==> src/rtl/ps2_keystroke_decoder.sv <==
// PS/2 set-2 keystroke decoder: parses make/break byte streams, tracks the held
// letter key and queues uppercase-ASCII keystrokes for a downstream consumer.
module ps2_keystroke_decoder #(
  parameter int unsigned FIFO_DEPTH = 4
) (
  input  logic       CLOCK_50,
  input  logic       reset_n,
  input  logic [7:0] received_data,
  input  logic       received_data_en,
  input  logic       i_ready,
  output logic       o_valid,
  output logic [7:0] o_ascii,
  output logic [7:0] o_scan,
  output logic       o_rotate,
  output logic       o_key_held,
  output logic       o_overflow
);

  localparam int unsigned PTR_W  = (FIFO_DEPTH > 1) ? $clog2(FIFO_DEPTH) : 1;
  localparam int unsigned CNT_W  = PTR_W + 1;
  localparam int unsigned BYTE_W = 8;

  localparam logic [BYTE_W-1:0] CODE_EXT = 8'hE0;
  localparam logic [BYTE_W-1:0] CODE_BRK = 8'hF0;

  typedef struct packed {
    logic [BYTE_W-1:0] ascii;
    logic [BYTE_W-1:0] scan;
  } key_entry_t;

  typedef enum logic [1:0] {
    IDLE    = 2'd0,
    EXT     = 2'd1,
    BRK     = 2'd2,
    EXT_BRK = 2'd3
  } state_t;

  // Set-2 make code to uppercase ASCII; 0x00 means "not a letter".
  function automatic logic [BYTE_W-1:0] scan_to_ascii(input logic [BYTE_W-1:0] code);
    logic [BYTE_W-1:0] a;
    a = 8'h00;
    case (code)
      8'h1C: a = 8'h41; 8'h32: a = 8'h42; 8'h21: a = 8'h43; 8'h23: a = 8'h44;
      8'h24: a = 8'h45; 8'h2B: a = 8'h46; 8'h34: a = 8'h47; 8'h33: a = 8'h48;
      8'h43: a = 8'h49; 8'h3B: a = 8'h4A; 8'h42: a = 8'h4B; 8'h4B: a = 8'h4C;
      8'h3A: a = 8'h4D; 8'h31: a = 8'h4E; 8'h44: a = 8'h4F; 8'h4D: a = 8'h50;
      8'h15: a = 8'h51; 8'h2D: a = 8'h52; 8'h1B: a = 8'h53; 8'h2C: a = 8'h54;
      8'h3C: a = 8'h55; 8'h2A: a = 8'h56; 8'h1D: a = 8'h57; 8'h22: a = 8'h58;
      8'h35: a = 8'h59; 8'h1A: a = 8'h5A;
      default: a = 8'h00;
    endcase
    return a;
  endfunction

  state_t            state_q, state_d;
  logic [BYTE_W-1:0] held_q, held_d;
  logic              key_held_q, key_held_d;
  logic [PTR_W-1:0]  wr_ptr_q, wr_ptr_d;
  logic [PTR_W-1:0]  rd_ptr_q, rd_ptr_d;
  logic [CNT_W-1:0]  count_q, count_d;
  logic              valid_q, valid_d;
  logic              rotate_q, rotate_d;
  logic              overflow_q, overflow_d;
  key_entry_t        mem_q [FIFO_DEPTH];
  key_entry_t        mem_d [FIFO_DEPTH];

  logic [BYTE_W-1:0] ascii_c;
  logic              enq_req_c;
  logic              deq_c;
  logic              full_c;
  logic              push_c;
  key_entry_t        head_c;

  // Byte parser and held-key tracking.
  always_comb begin
    state_d    = state_q;
    held_d     = held_q;
    key_held_d = key_held_q;
    enq_req_c  = 1'b0;
    ascii_c    = scan_to_ascii(received_data);

    if (received_data_en) begin
      case (state_q)
        IDLE: begin
          if (received_data == CODE_EXT) begin
            state_d = EXT;
          end else if (received_data == CODE_BRK) begin
            state_d = BRK;
          end else if ((ascii_c != 8'h00) && (received_data != held_q)) begin
            held_d     = received_data;
            key_held_d = 1'b1;
            enq_req_c  = 1'b1;
          end
        end
        EXT: begin
          state_d = (received_data == CODE_BRK) ? EXT_BRK : IDLE;
        end
        BRK: begin
          state_d = IDLE;
          if (key_held_q && (received_data == held_q)) begin
            held_d     = 8'h00;
            key_held_d = 1'b0;
          end
        end
        EXT_BRK: begin
          state_d = IDLE;
        end
        default: begin
          state_d = IDLE;
        end
      endcase
    end
  end

  // Keystroke FIFO; a full queue still accepts when the head leaves this cycle.
  always_comb begin
    mem_d      = mem_q;
    wr_ptr_d   = wr_ptr_q;
    rd_ptr_d   = rd_ptr_q;
    count_d    = count_q;
    overflow_d = overflow_q;

    full_c = (count_q == CNT_W'(FIFO_DEPTH));
    deq_c  = valid_q && i_ready;
    push_c = enq_req_c && (!full_c || deq_c);

    if (push_c) begin
      mem_d[wr_ptr_q] = '{ascii: ascii_c, scan: received_data};
      wr_ptr_d        = wr_ptr_q + PTR_W'(1);
    end
    if (deq_c) begin
      rd_ptr_d = rd_ptr_q + PTR_W'(1);
    end
    if (enq_req_c && full_c && !deq_c) begin
      overflow_d = 1'b1;
    end

    count_d  = count_q + CNT_W'(push_c) - CNT_W'(deq_c);
    valid_d  = (count_d != '0);
    rotate_d = deq_c;
  end

  always_ff @(posedge CLOCK_50 or negedge reset_n) begin
    if (!reset_n) begin
      state_q    <= IDLE;
      held_q     <= 8'h00;
      key_held_q <= 1'b0;
      wr_ptr_q   <= '0;
      rd_ptr_q   <= '0;
      count_q    <= '0;
      valid_q    <= 1'b0;
      rotate_q   <= 1'b0;
      overflow_q <= 1'b0;
      for (int i = 0; i < int'(FIFO_DEPTH); i++) begin
        mem_q[i] <= '0;
      end
    end else begin
      state_q    <= state_d;
      held_q     <= held_d;
      key_held_q <= key_held_d;
      wr_ptr_q   <= wr_ptr_d;
      rd_ptr_q   <= rd_ptr_d;
      count_q    <= count_d;
      valid_q    <= valid_d;
      rotate_q   <= rotate_d;
      overflow_q <= overflow_d;
      mem_q      <= mem_d;
    end
  end

  assign head_c     = mem_q[rd_ptr_q];
  assign o_valid    = valid_q;
  assign o_ascii    = valid_q ? head_c.ascii : 8'h00;
  assign o_scan     = valid_q ? head_c.scan  : 8'h00;
  assign o_rotate   = rotate_q;
  assign o_key_held = key_held_q;
  assign o_overflow = overflow_q;

endmodule
==> config.mk <==
export PLATFORM = sky130hd
export DESIGN_NAME = ps2_keystroke_decoder
export DESIGN_NICKNAME = d
export VERILOG_FILES = /design/src/rtl/ps2_keystroke_decoder.sv
export SDC_FILE = /design/constraint.sdc
export NUM_CORES = 1
export LEC_CHECK = 0
export BUFFER_PORTS_ARGS = -buffer_cell sky130_fd_sc_hd__buf_4
export CORE_ASPECT_RATIO = 1.4
export CORE_MARGIN = 10
export CORE_UTILIZATION = 45
export CTS_CLUSTER_DIAMETER = 30
export DETAILED_ROUTE_END_ITERATION = 7
export GPL_TIMING_DRIVEN = 0
export PLACE_DENSITY = 0.76
export SLEW_MARGIN = 20
export SYNTH_ARGS = -nofsm -noshare
export SYNTH_HDL_FRONTEND = slang
export SYNTH_SLANG_ARGS = --single-unit
==> constraint.sdc <==
create_clock -name CLOCK_50 -period 2.6 [get_ports CLOCK_50]
set_clock_uncertainty 0.15 [all_clocks]
set_input_delay 0.78 -clock CLOCK_50 [delete_from_list [all_inputs] [get_ports CLOCK_50]]
set_output_delay 0.78 -clock CLOCK_50 [all_outputs]
set_load 0.02 [all_outputs]
==> flow_summary_export.csv <==
group,metric,value,unit
clock_network,h-tree-depth,3,
cells_and_area,final_cell_mix,"dfrtp_1 (77), buf_4 (51), mux2_4 (41)",
synth,yosysSeqAreaShare,0.423,
clock_network,path_clk_slew,0.06,ns
synth,ys_async_sr_fraction,1.00,
cells_and_area,num-nets-final,474,
clock_network,cts_made_buffers,9,
cells_and_area,multiInputGateArea,0.00261,mm2
min_path,hold_path_class,"flop to flop",
power,leakage,2.94,nW
global_routing,grtUsageTotal,0.156,
synth,synth_edf_count,0,
power,switching_share,0.313,
cells_and_area,regArea,0.00193,mm2
sta,final-hold-violation-count,0,
power,pwr-share-clk,0.200,
cells_and_area,fin_area,0.00619,mm2
sta,timing.final.ws_setup,-1.01,ns
power,power_frac_seq,0.313,
floorplanning,ios,32,
cells_and_area,n_antenna_cell,0,
worst_setup_path,cp.arrival,3.68,ns
global_routing,antenna_found_initial,0,
floorplanning,start_util,0.460,
worst_setup_path,cp_cell_sequence,"buf_12 -> buf_12 -> clkinv_8 -> ha_2 -> nand2b_1 -> o21ai_0 -> nand3_2 -> a221oi_4 -> nand4bb_4 -> nand2_4 -> ha_4 -> inv_2 -> ha_4 -> fa_2 -> xnor2_2 -> or3_1",
cells_and_area,final_common_cell,"dfrtp_1",
worst_setup_path,crit_path_end_kind,"flop",
synth,synth.distinct_cells,57,
run_status,status,"complete, but fails checks",
flow_run,maxCapViolCount,0,
global_routing,grt_max_degree,78,
worst_setup_path,reg2reg_slack,-0.46,ns
floorplanning,floorplan.rows,43,
floorplanning,die_x,105,um
power,power_density,1040,mW/mm2
worst_setup_path,critPathSlowestCell,"a221oi_4",
route,vias,3245,
worst_setup_path,start_kind,"primary input",
worst_setup_path,cp_max_fo,6,
clock_network,insertion_delay,0.34,ns
place,dp_hpwl,7020,um
place,post-place-ws,-1.81,ns
floorplanning,fp.dieH,139,um
cells_and_area,fillers,732,
route,drt-pass1-iter-count,5,
route,drt_iter0_drc,285,
power,internal_power,0.00444,W
worst_setup_path,cp.depth,16,
place,port_buffers,28,
route,detail_route.wirelength,11800,um
sta,fin_crit_sh,1.39,
min_path,hold_path_depth,1,
place,place_area,0.00504,mm2
clock_network,root_buffer,"clkbuf_16",
worst_setup_path,worstRegToRegCells,10,
worst_setup_path,critPathBufInv,4,
synth,synthTopCellsByArea,"dfrtp_1 (42%), mux2_4 (12%), mux4_2 (6.9%)",
synth,synth_warnings,0,
clock_network,cts_sinks,77,
synth,synth_top_area_frac,0.423,
run_status,violations,"negative setup slack",
route,viasPerCell,5.52,
global_routing,grt_pass1_vias,3483,
floorplanning,dieArea,0.0146,mm2
synth,synth_ff_type,"dfrtp_1",
cells_and_area,area_growth,35.9,%
power,p_switching,0.00202,W
worst_setup_path,worst_path_largest_cell_delay,0.36,ns
place,place.gp.congestion,0.959,
clock_network,clk_path_buf_depth,2,
floorplanning,core-area,0.00990,mm2
cells_and_area,drive_gt1_frac,0.536,
route,wl_per_cell,20.1,um
synth,synth.largest_area_cell,"dfrtp_1",
worst_setup_path,required,2.67,ns
route,ant_nets,0,
synth,synthCells,355,
worst_setup_path,critPathKind,"primary input to flop",
worst_setup_path,crit_family,"adder cells",
route,route.detailed.drc,0,
sta,fmax,0.277,GHz
clock_network,cts_tree,"built",
sta,tightestPinTransition,0.952,ns
sta,fin_crit,3.61,ns
power,ir_worst_vdd,0.708,mV
global_routing,grt.overflow.total,0,
power,comb_power_share,0.487,
sta,max-slew-margin-rel,0.366,
global_routing,grt_pass1_wl,18300,um
synth,synthesis.area,0.00456,mm2
sta,maxSlewViolCount,0,
sta,rsz0062_at_grt,"yes",
synth,synth_area_per_cell,12.8,um2
sta,setup_viol_count_final,86,
synth,synth-seq-cells,77,
[Yosys cell counts (2+ instances only)]
master,count
clkbuf_1,4
nor2b_1,3
dfrtp_1,77
nand3b_1,2
a31oi_1,3
buf_2,6
ha_1,13
mux4_2,14
nand3_4,4
buf_4,2
a211oi_2,2
or4_4,2
o21ai_0,8
or2_2,3
nand4_1,2
nor4_1,2
and3_1,3
nand2b_1,4
nand3_1,5
buf_6,9
mux2_4,36
xnor2_1,4
buf_1,2
xor2_1,10
a211oi_1,2
nand2_1,18
and2_1,20
mux2_2,19
a221oi_1,2
a21o_1,5
nor2_1,9
mux2i_1,13
inv_1,14
a21oi_1,10
[per-layer routing]
layer  up-vias  GRT usage  wire (um)
met5         -          0          0
met3        45     0.0330        405
li1       1460          -          -
met2       115      0.261       6250
met4         0     0.0971        600
met1      1625      0.176       4590
[power by group through the flow]
stage / Clock [W] / Sequential (W) / Combinational [W]
floorplan: 0 / 0.00192 / 0.00176
global placement: 0 / 0.00196 / 0.00229
detailed placement: 0 / 0.00200 / 0.00233
CTS: 0.00131 / 0.00199 / 0.00290
global route: 0.00136 / 0.00207 / 0.00336
finish: 0.00129 / 0.00202 / 0.00315
[kinds of logic (layout without fill, tap and decap cells)]
kind of cell / count (synthesis) / count (layout) / synth area share
and+or+nand+nor: 84 / 84 / 0.121
buffers and inverters: 38 / 135 / 0.0494
DFF: 77 / 77 / 0.423
muxes: 83 / 83 / 0.266
xor gates and xnor gates: 14 / 14 / 0.0269
AOI/OAI and AO/OA: 44 / 44 / 0.0725
adders and majority gates: 14 / 14 / 0.0401
other: 1 / 2 / 0.000823
[stage by stage]
stage                     utilization  TNS (ns)  instances  hold WS [ns]  total power [W]
final                           0.625    -42.55        588         0.332          0.00646
after global routing            0.625    -49.49        588         0.356          0.00679
after CTS                       0.595    -32.73        570         0.339          0.00619
after detailed placement        0.510    -76.64        519         0.319          0.00433
after global placement          0.510    -72.27        519         0.309          0.00425
after floorplan                     -    -29.96        356         0.303          0.00367
[registers in the layout, indices dropped and copies added, names as in the netlist]
register,flops
mem_q,56
o_key_held,1
state_q,2
o_overflow,1
o_valid,1
count_q,3
wr_ptr_q,2
rd_ptr_q,2
o_rotate,1
held_q,8
[cell type report]
class                      count  area share
clock inverter                 3     0.00707
timing repair buffer          81       0.137
inverter                      15      0.0117
clock buffer                  13      0.0420
multi-input combinational    241       0.422
tap                          135      0.0273
buffer                        23      0.0416
sequential                    77       0.311
[worst paths after layout]
kind,to,from
hold reg to reg,o_overflow$_DFFE_PN0P_,o_overflow$_DFFE_PN0P_
min in group asynchronous,o_rotate$_DFF_PN0_,reset_n
max in group asynchronous,mem_q[41]$_DFFE_PN0P_,reset_n
setup reg to reg,o_valid$_DFF_PN0_,held_q[1]$_DFFE_PN0P_
setup / recovery,o_valid$_DFF_PN0_,received_data[1]
hold / removal,o_overflow$_DFFE_PN0P_,o_overflow$_DFFE_PN0P_
[what timing repair did]
item | in CTS | in global routing
cloned | 1 | 4
endpoints found under the setup margin | 86 | 86
setup buffers | 34 | 19
pin swaps | 10 | 10
gates resized for setup | 67 | 17
hold buffers | 0 | 0
Power figures use the tool's default switching activity.
